File: src/rtl/n64_ctrl_pkg.sv
// Shared definitions for the multi-port N64 controller-bus sniffer.
// Latency: n/a (types and constants only).
// Backpressure: n/a.
package n64_ctrl_pkg;

  // Per-port joybus decoder state
  typedef enum logic [1:0] {
    ST_IDLE = 2'd0,
    ST_CMD  = 2'd1,
    ST_RESP = 2'd2
  } port_state_e;

  // Console poll command; only its responses are captured
  localparam logic [7:0] JOY_CMD_POLL = 8'h01;

  // Width of the source-port index carried with each frame
  localparam int PORT_W = 2;

endpackage

File: src/rtl/n64_ctrl_port_rx.sv
// Single-line joybus decoder: sync, edge detect, interval timing, poll-response capture.
// Latency: edges seen 3 cycles after the line; o_latch is combinational on the closing falling edge.
// Backpressure: none; the line is sniffed passively, the parent buffers each frame.
module n64_ctrl_port_rx
  import n64_ctrl_pkg::*;
#(
  parameter int WAIT_W    = 8,
  parameter int RESP_BITS = 32
) (
  input  logic                 i_clk,
  input  logic                 i_rst,
  input  logic                 i_line,
  output logic                 o_latch,
  output logic [RESP_BITS-1:0] o_data,
  output logic                 o_detected
);

  localparam int                CNT_W     = $clog2(RESP_BITS + 1);
  localparam logic [WAIT_W-1:0] SAT       = '1;
  localparam logic [CNT_W-1:0]  CMD_BITS  = CNT_W'(8);
  localparam logic [CNT_W-1:0]  RESP_LAST = CNT_W'(RESP_BITS - 1);

  logic [1:0]           r_sync;
  logic                 r_hist;
  logic [WAIT_W-1:0]    r_cnt;
  logic [WAIT_W-1:0]    r_low_cnt;
  port_state_e          r_state;
  logic [CNT_W-1:0]     r_bit_cnt;
  logic [RESP_BITS-1:0] r_shift;
  logic                 r_det;

  logic                 w_fall;
  logic                 w_rise;
  logic                 w_sat;
  logic                 w_bit;
  logic [RESP_BITS-1:0] w_resp_shift;

  assign w_fall = r_hist & ~r_sync[1];
  assign w_rise = ~r_hist & r_sync[1];
  assign w_sat  = (r_cnt == SAT);
  // A bit is 1 when its high phase outlasts its low phase
  assign w_bit  = (r_low_cnt < r_cnt);
  // Response bits arrive LSB first, so shift in from the top
  assign w_resp_shift = {w_bit, r_shift[RESP_BITS-1:1]};

  assign o_latch    = (r_state == ST_RESP) && w_fall && !w_sat && (r_bit_cnt == RESP_LAST);
  assign o_data     = w_resp_shift;
  assign o_detected = r_det;

  // Two-flop synchroniser plus one history flop for edge detection
  always_ff @(posedge i_clk) begin
    if (i_rst) begin
      r_sync <= 2'b11;
      r_hist <= 1'b1;
    end else begin
      r_sync <= {r_sync[0], i_line};
      r_hist <= r_sync[1];
    end
  end

  // Interval counter: restarts on every edge, sticks at all-ones when idle
  always_ff @(posedge i_clk) begin
    if (i_rst) begin
      r_cnt <= '0;
    end else if (w_fall || w_rise) begin
      r_cnt <= '0;
    end else if (!w_sat) begin
      r_cnt <= r_cnt + WAIT_W'(1);
    end
  end

  // Frame decoder: command byte MSB first, then the poll response LSB first
  always_ff @(posedge i_clk) begin
    if (i_rst) begin
      r_state   <= ST_IDLE;
      r_low_cnt <= '0;
      r_bit_cnt <= '0;
      r_shift   <= '0;
      r_det     <= 1'b0;
    end else begin
      case (r_state)
        ST_IDLE: begin
          if (w_fall && w_sat) begin
            r_state   <= ST_CMD;
            r_bit_cnt <= '0;
            r_shift   <= '0;
          end
        end
        default: begin
          if (w_sat) begin
            // Line went quiet mid-frame; a silent poll means no controller
            if (r_state == ST_CMD) r_det <= 1'b0;
            if (w_fall) begin
              r_state   <= ST_CMD;
              r_bit_cnt <= '0;
              r_shift   <= '0;
            end else begin
              r_state <= ST_IDLE;
            end
          end else if (w_rise) begin
            r_low_cnt <= r_cnt;
          end else if (w_fall) begin
            if (r_state == ST_CMD) begin
              if (r_bit_cnt == CMD_BITS) begin
                if (r_shift[7:0] == JOY_CMD_POLL) begin
                  r_state   <= ST_RESP;
                  r_bit_cnt <= '0;
                end else begin
                  r_state <= ST_IDLE;
                end
              end else begin
                r_shift   <= {r_shift[RESP_BITS-2:0], w_bit};
                r_bit_cnt <= r_bit_cnt + CNT_W'(1);
              end
            end else begin
              r_shift <= w_resp_shift;
              if (r_bit_cnt == RESP_LAST) begin
                r_det   <= 1'b1;
                r_state <= ST_IDLE;
              end else begin
                r_bit_cnt <= r_bit_cnt + CNT_W'(1);
              end
            end
          end
        end
      endcase
    end
  end

endmodule

File: src/rtl/n64_ctrl_sniffer_mp.sv
// Multi-port joybus sniffer: per-port poll-response capture, round-robin frame output, optional IGR reset (N64_CTRL_IGR_EN).
// Latency: frame_valid_o rises on the edge that latches the frame when the output is free.
// Backpressure: valid/ready; one frame buffered per port, a newer frame overwrites and flags ovr.
module n64_ctrl_sniffer_mp
  import n64_ctrl_pkg::*;
#(
  parameter int          NUM_PORTS = 1,
  parameter int          WAIT_W    = 8,
  parameter int          RESP_BITS = 32,
  parameter logic [15:0] IGR_COMBO = 16'h0000,
  parameter logic [19:0] RST_LEN   = 20'hFFFFF
) (
  input  logic                 CTRL_CLK,
  input  logic                 CTRL_RST,
  input  logic [NUM_PORTS-1:0] CTRL_i,
  output logic [RESP_BITS-1:0] frame_data_o,
  output logic [PORT_W-1:0]    frame_port_o,
  output logic                 frame_ovr_o,
  output logic                 frame_valid_o,
  input  logic                 frame_ready_i,
  output logic [NUM_PORTS-1:0] ctrl_detected_o,
  input  logic                 igr_en_i,
  output logic                 n64_rst_drv_o
);

  logic [NUM_PORTS-1:0] w_latch;
  logic [RESP_BITS-1:0] w_data [NUM_PORTS];
  logic [NUM_PORTS-1:0] w_det;

  genvar g;
  generate
    for (g = 0; g < NUM_PORTS; g++) begin : g_port
      n64_ctrl_port_rx #(
        .WAIT_W    (WAIT_W),
        .RESP_BITS (RESP_BITS)
      ) u_rx (
        .i_clk      (CTRL_CLK),
        .i_rst      (CTRL_RST),
        .i_line     (CTRL_i[g]),
        .o_latch    (w_latch[g]),
        .o_data     (w_data[g]),
        .o_detected (w_det[g])
      );
    end
  endgenerate

  assign ctrl_detected_o = w_det;

  logic [NUM_PORTS-1:0] r_pend;
  logic [NUM_PORTS-1:0] r_povr;
  logic [RESP_BITS-1:0] r_buf [NUM_PORTS];
  logic                 r_vld;
  logic [RESP_BITS-1:0] r_dat;
  logic [PORT_W-1:0]    r_port;
  logic                 r_ovr;

  logic                 w_hs;
  logic [NUM_PORTS-1:0] w_take;
  logic [NUM_PORTS-1:0] w_pend_nx;
  logic [NUM_PORTS-1:0] w_povr_nx;
  logic [RESP_BITS-1:0] w_buf_nx [NUM_PORTS];
  logic                 w_sel_ok;
  logic [PORT_W-1:0]    w_sel;
  logic [RESP_BITS-1:0] w_sel_dat;
  logic                 w_sel_ovr;
  logic                 w_cur_latch;
  logic [RESP_BITS-1:0] w_cur_dat;
  int                   w_dist;
  int                   w_best;

  assign w_hs          = r_vld & frame_ready_i;
  assign frame_valid_o = r_vld;
  assign frame_data_o  = r_dat;
  assign frame_port_o  = r_port;
  assign frame_ovr_o   = r_ovr;

  // Next buffer state: a latch beats a same-cycle handshake, ovr only if the old frame was unread
  always_comb begin
    w_take    = '0;
    w_pend_nx = '0;
    w_povr_nx = '0;
    for (int p = 0; p < NUM_PORTS; p++) begin
      w_take[p]    = w_hs && (r_port == PORT_W'(p));
      w_pend_nx[p] = w_latch[p] | (r_pend[p] & ~w_take[p]);
      w_povr_nx[p] = w_latch[p] ? (r_pend[p] & ~w_take[p]) : (r_povr[p] & ~w_take[p]);
      w_buf_nx[p]  = w_latch[p] ? w_data[p] : r_buf[p];
    end
  end

  // Round-robin pick: lowest distance after the last granted port wins
  always_comb begin
    w_sel_ok    = 1'b0;
    w_sel       = '0;
    w_sel_dat   = '0;
    w_sel_ovr   = 1'b0;
    w_cur_latch = 1'b0;
    w_cur_dat   = '0;
    w_dist      = 0;
    w_best      = 0;
    for (int p = 0; p < NUM_PORTS; p++) begin
      w_dist = p - int'(r_port) - 1;
      if (w_dist < 0) w_dist = w_dist + NUM_PORTS;
      if (w_pend_nx[p] && (!w_sel_ok || (w_dist < w_best))) begin
        w_sel_ok  = 1'b1;
        w_best    = w_dist;
        w_sel     = PORT_W'(p);
        w_sel_dat = w_buf_nx[p];
        w_sel_ovr = w_povr_nx[p];
      end
      if (r_port == PORT_W'(p)) begin
        w_cur_latch = w_latch[p];
        w_cur_dat   = w_data[p];
      end
    end
  end

  // Per-port single-frame buffers
  always_ff @(posedge CTRL_CLK) begin
    if (CTRL_RST) begin
      r_pend <= '0;
      r_povr <= '0;
      for (int p = 0; p < NUM_PORTS; p++) r_buf[p] <= '0;
    end else begin
      r_pend <= w_pend_nx;
      r_povr <= w_povr_nx;
      for (int p = 0; p < NUM_PORTS; p++) r_buf[p] <= w_buf_nx[p];
    end
  end

  // Output register: regrant when free, otherwise hold; an overwrite of the
  // offered port is folded in so the newer frame is not dropped at handshake
  always_ff @(posedge CTRL_CLK) begin
    if (CTRL_RST) begin
      r_vld  <= 1'b0;
      r_dat  <= '0;
      r_port <= '0;
      r_ovr  <= 1'b0;
    end else if (!r_vld || w_hs) begin
      r_vld <= w_sel_ok;
      if (w_sel_ok) begin
        r_port <= w_sel;
        r_dat  <= w_sel_dat;
        r_ovr  <= w_sel_ovr;
      end
    end else if (w_cur_latch) begin
      r_dat <= w_cur_dat;
      r_ovr <= 1'b1;
    end
  end

`ifdef N64_CTRL_IGR_EN
  logic [19:0] r_rst_cnt;
  logic        r_rst_drv;
  logic        w_igr_hit;

  assign n64_rst_drv_o = r_rst_drv;

  // Any port latching the combo while enabled triggers the reset pulse
  always_comb begin
    w_igr_hit = 1'b0;
    for (int p = 0; p < NUM_PORTS; p++) begin
      if (w_latch[p] && (16'(w_data[p]) == IGR_COMBO)) w_igr_hit = 1'b1;
    end
    w_igr_hit = w_igr_hit & igr_en_i;
  end

  // Reset pulse timer: reload on every match, release once drained
  always_ff @(posedge CTRL_CLK) begin
    if (CTRL_RST) begin
      r_rst_cnt <= '0;
      r_rst_drv <= 1'b0;
    end else if (w_igr_hit) begin
      r_rst_cnt <= RST_LEN;
      r_rst_drv <= 1'b1;
    end else if (r_rst_cnt != 20'd0) begin
      r_rst_cnt <= r_rst_cnt - 20'd1;
    end else begin
      r_rst_drv <= 1'b0;
    end
  end
`else
  logic w_unused;
  assign w_unused      = ^{igr_en_i, IGR_COMBO, RST_LEN};
  assign n64_rst_drv_o = 1'b0;
`endif

endmodule

File: config.mk
export PLATFORM = sky130hd
export DESIGN_NAME = n64_ctrl_sniffer_mp
export DESIGN_NICKNAME = d
export VERILOG_FILES = /design/src/rtl/n64_ctrl_pkg.sv /design/src/rtl/n64_ctrl_port_rx.sv /design/src/rtl/n64_ctrl_sniffer_mp.sv
export SDC_FILE = /design/constraint.sdc
export NUM_CORES = 1
export LEC_CHECK = 0
export BUFFER_PORTS_ARGS = -buffer_cell sky130_fd_sc_hd__buf_2
export CORE_ASPECT_RATIO = 0.6
export CORE_MARGIN = 4
export CORE_UTILIZATION = 54
export CTS_CLUSTER_SIZE = 10
export DETAILED_ROUTE_END_ITERATION = 16
export GPL_TIMING_DRIVEN = 0
export PLACE_DENSITY = 0.81
export SLEW_MARGIN = 0
export SYNTH_ARGS = -nofsm -noshare
export SYNTH_HDL_FRONTEND = slang
export SYNTH_SLANG_ARGS = --single-unit
File: constraint.sdc
create_clock -name CTRL_CLK -period 2.8 [get_ports CTRL_CLK]
set_input_delay 0.14 -clock CTRL_CLK [delete_from_list [all_inputs] [get_ports CTRL_CLK]]
set_output_delay 0.14 -clock CTRL_CLK [all_outputs]
set_load 0.02 [all_outputs]
==> results of run 1 <==
power groups by stage:
stage	Sequential [uW]	Clock, uW	Combinational (uW)
2_1_floorplan	1870	0	54.5
6_report	1840	2180	87.5
3_3_place_gp	1870	0	76.2
3_5_place_dp	1870	0	79.3
5_1_grt	1830	2290	93.7
4_1_cts	1830	2200	83.4
critical path: stages (launching register included):
cell and delay [ns]:
dfxtp_2 0.40, ha_4 0.18, nand4_2 0.18, nor2_4 0.18
clkinv_2 0.14, ha_1 0.24, a32o_1 0.21, buf_2 0.16
or3_1 0.31, buf_2 0.17, buf_6 0.15, a2bb2oi_1 0.14
nor2_1 0.12
worst paths after layout:
check | slack (ns) | end
max | 0.13 | g_port[0].u_rx.r_shift[17]$_SDFFE_PP0P_
min | 0.35 | g_port[0].u_rx.r_cnt[3]$_SDFFE_PP0N_
max reg2reg | 0.13 | g_port[0].u_rx.r_shift[17]$_SDFFE_PP0P_
min reg2reg | 0.40 | g_port[0].u_rx.r_sync[1]$_SDFF_PP1_
flip-flops by register name, summed over array words and instances (netlist names):
| register | count |
|---|---|
| g_port.u_rx.r_state | 2 |
| r_povr | 1 |
| r_pend | 1 |
| g_port.u_rx.r_cnt | 8 |
| g_port.u_rx.r_hist | 1 |
| r_buf | 32 |
| frame_ovr_o | 1 |
| frame_valid_o | 1 |
| g_port.u_rx.r_low_cnt | 8 |
| frame_data_o | 32 |
| g_port.u_rx.r_sync | 2 |
| g_port.u_rx.o_detected | 1 |
| g_port.u_rx.r_bit_cnt | 6 |
| g_port.u_rx.r_shift | 32 |
kinds of logic after synthesis:
logic type	count (synthesis)	share of synthesized area, %
buffers and inverters	63	4.91
DFF	128	45.7
and+or+nand+nor	229	17.6
AOI/OAI and AO/OA	141	16.2
muxes	64	12.2
xor gates and xnor gates	3	0.468
other	1	0.0668
adders and majority gates	13	2.90
layout by cell type (no fill, tap or decap), drive strengths merged, types with 2 or more instances in the layout:
cell	instances
nand3b	2
a22oi	2
or2	5
mux2i	31
nor4	2
mux2	33
dlygate4sd3	2
a21boi	2
or4	2
a211oi	4
a311oi	2
o211ai	2
bufinv	3
inv	16
a21o	2
ha	13
nand4	2
buf	51
clkinv	7
a221oi	3
nand2b	3
clkinvlp	3
a31oi	3
a21oi	81
dfxtp	128
nand2	120
clkbuf	54
o21ba	2
nand3	9
nor3	10
or3	2
and3	2
a2bb2oi	30
nor2b	3
nor2	62
o21ai	4
conb	3
xnor2	2
area by class of cell:
class                      instances  area [um^2]  share of cell area (%)
sequential                       128         2560                    38.8
tap                              135          169                    2.55
multi-input combinational        453         2810                    42.5
buffer                            46          213                    3.21
timing repair buffer              41          218                    3.29
inverter                          17         65.1                   0.983
clock inverter                    12          143                    2.16
clock buffer                      20          437                    6.60
stage by stage:
stage / utilization [%] / hold slack [ns] / cells / power [uW] / setup WS [ns]
after global placement: 59.9 / 0.326 / 817 / 1950 / -0.291
after detailed placement: 59.9 / 0.327 / 817 / 1950 / -0.404
after CTS: 66.0 / 0.333 / 852 / 4120 / 0.0355
final: 66.3 / 0.346 / 852 / 4100 / 0.135
after floorplan: - / 0.244 / 644 / 1920 / 0.0825
after global routing: 66.3 / 0.372 / 852 / 4220 / 0.0126
what timing repair did:
action	CTS	global route
hold buffers	2	0
hold endpoints to repair	2	0
buffers inserted	1	0
gates resized for setup	2	8
pin swaps	1	0
endpoints found under the setup margin	32	86
per-layer routing:
metal	wire, um	track usage, %	up-vias
met5	0	0	-
li1	-	-	2341
met2	6270	38.3	136
met4	242	9.41	0
met3	792	6.03	31
met1	6470	30.7	2305
==> results_dict.tcl, run 1 <==
set metrics [dict create \
    via_count 4813 \
    num_rows 28 \
    cap_violations 0 \
    die_width_um 140 \
    antenna_cells 0 \
    worstSetupEndpointType "flip-flop" \
    synth_top_area_share_pct 45.7 \
    whs_path_depth 4 \
    pwr-share-comb_pct 2.1 \
    ios 43 \
    ys_seq_area_share_pct 45.7 \
    fin_nets 722 \
    place_congestion 0.852 \
    overflow 0 \
    dieArea_mm2 0.0121 \
    synth_top_cell_by_area "dfxtp_1" \
    vias_per_cell 5.65 \
    cp.required_ns 3.15 \
    status "finished clean" \
    chipHeight_um 87.0 \
    switching_power_uw 862 \
    seqPwrFrac_pct 44.7 \
    cts_root_buf "clkbuf_16" \
    reg2reg_from "g_port[0].u_rx.r_cnt[0]$_SDFFE_PP0N_" \
    worstMarginPinSlew_ns 0.892 \
    cts_sinks 128 \
    final_layout_size_suffix_gt1_share_pct 18.1 \
    clockBufferDepth 2 \
    p_leak_uw 0.00266 \
    routed_wl_um 13800 \
    synth_top_cells_by_count "128 x dfxtp_1, 120 x nand2_1, 81 x a21oi_1, 61 x nor2_1, 34 x clkbuf_1" \
    worstSetupStartpoint "g_port[0].u_rx.r_cnt[0]$_SDFFE_PP0N_" \
    setup_viol 0 \
    timing.fmax_mhz 375 \
    reg2reg_depth 12 \
    yosysWarnings 0 \
    dr.pass1.iters 5 \
    synthCells 642 \
    synth_enable_flop_cells 0 \
    yosysMostFrequentCell "dfxtp_1" \
    ys.flop_type "dfxtp_1" \
    drc 0 \
    htree_levels 4 \
    tns_ns 0 \
    design_area_mm2 0.00662 \
    clockPowerShare_pct 53.1 \
    rsz0062_at_grt "false" \
    syn_area_per_cell_um2 8.74 \
    skew_ns 0.00484 \
    antenna_found_initial 0 \
    min_from "CTRL_RST" \
    hold_class "primary input to flip-flop" \
    cts_buffers 17 \
    grt_pass1_wl_um 23200 \
    path_clk_slew_ns 0.05 \
    area_growth_pct 17.9 \
    port_buffers 38 \
    drt-initial-drc-count 247 \
    max_slew_margin_pct 40.2 \
    start_kind "flip-flop" \
    p_int_uw 3240 \
    cts_tree "done" \
    synth_area_mm2 0.00561 \
    grtUsageTotal_pct 23.6 \
    synthDistinctLibCells 53 \
    ys_ff_latch 128 \
    wire_per_inst_um 16.2 \
    fillers 781 \
    min_period_ns 2.67 \
    grt_pass1_vias 4839 \
    finalMaxSlewViolations 0 \
    arrival_ns 3.01 \
    vdd_drop_max_mv 0.444 \
    hold_viol_final 0 \
    power.density_mw_per_mm2 620 \
    place_area_mm2 0.00598 \
    fp.coreArea_mm2 0.00998 \
    insertion_delay_ns 0.42 \
    worstSetupPathType "flip-flop to flip-flop" \
    ant_nets 0 \
    initial_core_util_pct 56.2 \
    hpwl_um 9460 \
    synthTopCellsByArea "dfxtp_1 46%, nand2_1 8.0%, a21oi_1 7.2%, mux2_2 6.6%, mux2i_1 5.5%" \
    grt_start_max_net_pins 17 \
    finalCritPeriodShare_pct 95.2 \
    async_flop_share_pct 0 \
    path_max_fanout 10 \
    swShare_pct 21.0 \
]
Note: power is estimated with default switching activity, not from simulation.
==> run 2: changes to the inputs <==
Settings changed: CORE_UTILIZATION 54 to 55, SYNTH_HIERARCHICAL set to 1.
==> results_dict.tcl, run 2 <==
set metrics [dict create \
    dr.pass1.iters 5 \
    dieArea_mm2 0.0136 \
    final_cells 905 \
    tns_ns 0 \
    hpwl_um 11100 \
    worstSetupEndpointType "flip-flop" \
    antenna_found_initial 0 \
    synth_top_area_share_pct 39.8 \
    die_width_um 148 \
    synth_top_cell_by_area "dfxtp_1" \
    port_buffers 37 \
    ys.flop_type "dfxtp_1" \
    cts_tree "done" \
    finalMaxSlewViolations 0 \
    grt_pass1_vias 5158 \
    p_leak_uw 0.00319 \
    yosysWarnings 6 \
    finalCritPeriodShare_pct 95.4 \
    fin_total_pwr_uw 4310 \
    timing.fmax_mhz 374 \
    final_util_pct 65.9 \
    num_rows 30 \
    cts_root_buf "clkbuf_16" \
    rsz0062_at_grt "false" \
    synthDistinctLibCells 64 \
    fp.coreArea_mm2 0.0114 \
    synth_enable_flop_cells 0 \
    met3WireLength_um 976 \
    cts_sinks 128 \
    routed_wl_um 16000 \
    area_growth_pct 16.4 \
    cap_violations 0 \
    min_period_ns 2.67 \
    cp.required_ns 3.07 \
    wire_per_inst_um 17.7 \
    grt_start_max_net_pins 17 \
    top_layer_used "met4" \
    worstSetupPathType "flip-flop to flip-flop" \
    reg2reg_slack_ns 0.13 \
    vias_per_cell 5.73 \
    dp.cells 872 \
    path_clk_slew_ns 0.06 \
    clockBufferDepth 2 \
    ys_ff_latch 128 \
    post-cts-setup-buffer-count 0 \
    fillers 853 \
    insertion_delay_ns 0.42 \
    vdd_drop_max_mv 0.424 \
    htree_levels 4 \
    syn_area_per_cell_um2 9.57 \
    grt_pass1_wl_um 25800 \
    initial_core_util_pct 56.6 \
    skew_ns 0.0104 \
    antenna_cells 0 \
    ys_seq_area_share_pct 39.8 \
    grtUsageTotal_pct 23.7 \
    via_count 5183 \
    hold_viol_final 0 \
    path_max_fanout 10 \
    fin_nets 750 \
    async_flop_share_pct 0 \
    power.density_mw_per_mm2 575 \
    hold_class "primary input to flip-flop" \
    final_layout_size_suffix_gt1_share_pct 23.6 \
    ant_nets 0 \
    synthCells 673 \
    drt-initial-drc-count 420 \
    yosysMostFrequentCell "dfxtp_1" \
    status "finished clean" \
    worstMarginPinSlew_ns 0.814 \
    routed-wl-met2_um 7150 \
    layout_common_cells "128 x dfxtp_1, 73 x mux2i_1, 58 x nor2_1, 48 x inv_1" \
    max_slew_margin_pct 45.8 \
    chipHeight_um 91.8 \
    drc 0 \
    setup_viol 0 \
    drt-met1-wl_um 7610 \
    final_common_cell "dfxtp_1" \
    synth_area_mm2 0.00644 \
    overflow 0 \
    synth_top_cells_by_count "128 x dfxtp_1, 73 x mux2i_1, 58 x nor2_1, 48 x inv_1, 46 x a21oi_1" \
    arrival_ns 2.94 \
    cts_buffers 17 \
    synthTopCellsByArea "dfxtp_1 40%, mux2i_1 11%, mux2_4 6.5%, buf_4 4.3%, o21a_1 3.8%" \
    ios 43 \
    start_kind "flip-flop" \
    place_congestion 0.850 \
]
## run 2: cell count changes after synthesis, sizes merged, moves of 13 or more
cell	previous run	this run
clkbuf	34	21
o21a	0	33
a2bb2oi	30	1
nand2	120	19
o31ai	0	33
inv	16	50
a21oi	81	46
nand3	9	33
buf	12	58
mux2i	31	73
## run 2: worst max-delay path: stages, from the launching register on
cell and delay (ns):
dfxtp_1 0.35, ha_1 0.26, nand3_1 0.26, nor2_4 0.12, inv_2 0.18, nand2_1 0.10, nor3_2 0.20, clkbuf_1 0.21
buf_2 0.23, buf_4 0.27, mux2i_1 0.26, nor2_1 0.08
## run 2: worst paths after layout
check	cells past startpoint	from	endpoint
setup / recovery	11	g_port[0].u_rx/r_cnt[0]$_SDFFE_PP0P_	r_buf[0][18]$_SDFF_PP0_
hold / removal	2	frame_ready_i	r_povr$_SDFF_PP0_
setup reg to reg	11	g_port[0].u_rx/r_cnt[0]$_SDFFE_PP0P_	r_buf[0][18]$_SDFF_PP0_
hold reg to reg	1	g_port[0].u_rx/r_sync[0]$_SDFF_PP1_	g_port[0].u_rx/r_sync[1]$_SDFF_PP1_
## run 2: logic make-up after synthesis
| kind of cell | after synthesis | share of synthesized area, % |
|---|---|---|
| other cells | 1 | 0.0582 |
| fa+ha+maj | 13 | 2.53 |
| buf+inv | 131 | 11.4 |
| mux | 105 | 18.6 |
| simple gates | 149 | 11.3 |
| flops | 128 | 39.8 |
| compound gates | 142 | 15.8 |
| xor+xnor | 4 | 0.544 |
## run 2: final cells by class
class,count,area [um^2],area share (%)
timing repair buffer,38,195,2.60
clock buffer,19,453,6.04
multi-input combinational,416,3160,42.2
buffer,80,548,7.31
clock inverter,13,185,2.47
inverter,51,191,2.55
tap,160,200,2.67
sequential,128,2560,34.2
## run 2: per-layer routing
metal / global-route usage (%) / vias to the layer above
met5: 0 / -
met4: 9.15 / 0
met3: 5.23 / 28
met2: 36.6 / 182
met1: 32.6 / 2543
li1: - / 2430
## run 2: power breakdown
group	internal [uW]	total (uW)	switching (uW)
clock network	1540	2370	832
logic	34.0	107	72.8
registers	1830	1830	6.07
total	3400	4310	910
## run 2: through the flow
stage | instance area [um^2] | hold WS (ns) | setup WS [ns]
after global placement | 6830 | 0.331 | 0.0542
after detailed placement | 6830 | 0.345 | 0.0140
final | 7500 | 0.0196 | 0.128
after floorplan | 6450 | 0.242 | 0.704
after global routing | 7500 | 0.0155 | 0.0248
after CTS | 7480 | 0.00436 | 0.0690
## run 2: repair_timing
| action | CTS | global route |
|---|---|---|
| setup endpoints to repair | 8 | 53 |
| hold buffers | 1 | 0 |
| pin swaps | 0 | 0 |
| cloned | 0 | 0 |
| gates resized for setup | 3 | 3 |
| hold endpoints to repair | 1 | 0 |
==> run 3: changes to the inputs <==
Settings changed: MAX_ROUTING_LAYER set to met4.
==> results_dict.tcl, run 3 (same netlist as run 2, synthesis figures left out) <==
set metrics [dict create \
    place_congestion 0.863 \
    routed_wl_um 16000 \
    cts_buffers 17 \
    arrival_ns 2.93 \
    min_period_ns 2.65 \
    setup_ws_ns 0.147 \
    routed-wl-met2_um 7180 \
    place_area_mm2 0.00683 \
    grt_start_max_net_pins 17 \
    skew_ns 0.0103 \
    cp.required_ns 3.07 \
    top_layer_used "met4" \
    finalMaxSlewViolations 0 \
    wire_per_inst_um 17.7 \
    ios 43 \
    tns_ns 0 \
    power.density_mw_per_mm2 575 \
    switching_power_uw 912 \
    cpMaxStageDelayCell "dfxtp_1" \
    area_growth_pct 16.4 \
    worstMarginPinSlew_ns 0.814 \
    antenna_cells 0 \
    timing.fmax_mhz 377 \
    hold_class "primary input to flip-flop" \
    die_width_um 148 \
    pwr-share-comb_pct 2.5 \
    ant_nets 0 \
    hold_viol_final 0 \
    cts_tree "done" \
    final_layout_size_suffix_gt1_share_pct 23.6 \
    hpwl_um 11100 \
    num_rows 30 \
    fin_nets 750 \
    setup_viol 0 \
    cap_violations 0 \
    clockPowerShare_pct 55.0 \
    p_int_uw 3400 \
    chipHeight_um 91.8 \
    cts_sinks 128 \
    via_count 5169 \
    worstSetupEndpointType "flip-flop" \
    seqPwrFrac_pct 42.5 \
    insertion_delay_ns 0.42 \
    rsz0062_at_grt "false" \
    fp.coreArea_mm2 0.0114 \
    port_buffers 37 \
    fin_total_pwr_uw 4310 \
    grt_pass1_wl_um 25800 \
    drc 0 \
    dieArea_mm2 0.0136 \
    post-cts-setup-buffer-count 0 \
    drt-initial-drc-count 441 \
    start_kind "flip-flop" \
    overflow 0 \
    max_slew_margin_pct 45.7 \
    vias_per_cell 5.71 \
    path_max_fanout 10 \
    swShare_pct 21.2 \
    dr.pass1.iters 5 \
    crit_family "buffers and inverters" \
    vdd_drop_max_mv 0.424 \
    final_common_cell "dfxtp_1" \
    grtUsageTotal_pct 24.4 \
    cts_root_buf "clkbuf_16" \
    path_clk_slew_ns 0.06 \
    antenna_found_initial 0 \
    grt_pass1_vias 5158 \
    status "finished clean" \
    layout_common_cells "128 x dfxtp_1, 73 x mux2i_1, 58 x nor2_1, 48 x inv_1" \
    clockBufferDepth 2 \
    htree_levels 4 \
    drt-met1-wl_um 7560 \
    initial_core_util_pct 56.6 \
    critPathBufInv 4 \
    design_area_mm2 0.00750 \
    crit_path_cell_trace "ha_1 -> nand3_1 -> nor2_4 -> inv_2 -> nand2_1 -> nor3_2 -> clkbuf_1 -> buf_2 -> buf_4 -> mux2i_1 -> nor2_1" \
    finalCritPeriodShare_pct 94.7 \
    crit_path_max_incr_delay_ns 0.35 \
    met3WireLength_um 995 \
    holdWs_ns 0.0169 \
    p_leak_uw 0.00319 \
    place_ws_ns 0.0140 \
    worstSetupPathType "flip-flop to flip-flop" \
]
## run 3: worst paths after layout
kind / slack (ns) / from / end / cells past startpoint
worst max-delay path: 0.15 / g_port[0].u_rx/r_cnt[0]$_SDFFE_PP0P_ / r_buf[0][18]$_SDFF_PP0_ / 11
worst min-delay path: 0.02 / frame_ready_i / r_povr$_SDFF_PP0_ / 2
worst max register to register: 0.15 / g_port[0].u_rx/r_cnt[0]$_SDFFE_PP0P_ / r_buf[0][18]$_SDFF_PP0_ / 11
worst min register to register: 0.41 / g_port[0].u_rx/r_sync[0]$_SDFF_PP1_ / g_port[0].u_rx/r_sync[1]$_SDFF_PP1_ / 1
## run 3: routing by layer
metal	vias to the layer above	GRT usage [%]
met3	27	5.23
met1	2514	32.6
li1	2429	-
met5	-	-
met2	199	36.5
met4	0	9.15
## run 3: timing repair
| item | 4_1_cts | 5_1_grt |
|---|---|---|
| setup endpoints to repair | 8 | 53 |
| hold buffers | 1 | 0 |
| hold endpoints to repair | 1 | 0 |
| gates resized for setup | 3 | 3 |
## run 3: per-stage QoR
| step | std cells | util (%) |
|---|---|---|
| detailed placement | 872 | 60.1 |
| global placement | 872 | 60.1 |
| finish | 905 | 65.9 |
| floorplan | 675 | - |
| CTS | 905 | 65.8 |
| global route | 905 | 65.9 |
## run 3: layout make-up
class	count	area [um^2]
Fill cell	853	3880
Multi-Input combinational cell	416	3160
Sequential cell	128	2560
Buffer	80	548
Clock buffer	19	453
Tap cell	160	200
Timing Repair Buffer	38	195
Inverter	51	191
Clock inverter	13	185
## run 3: power groups by stage
stage	Clock, uW	Combinational, uW	Sequential, uW
2_1_floorplan	0	74.4	1870
3_3_place_gp	0	97.0	1870
3_5_place_dp	0	99.7	1870
4_1_cts	2390	103	1830
5_1_grt	2470	115	1830
6_report	2370	106	1830
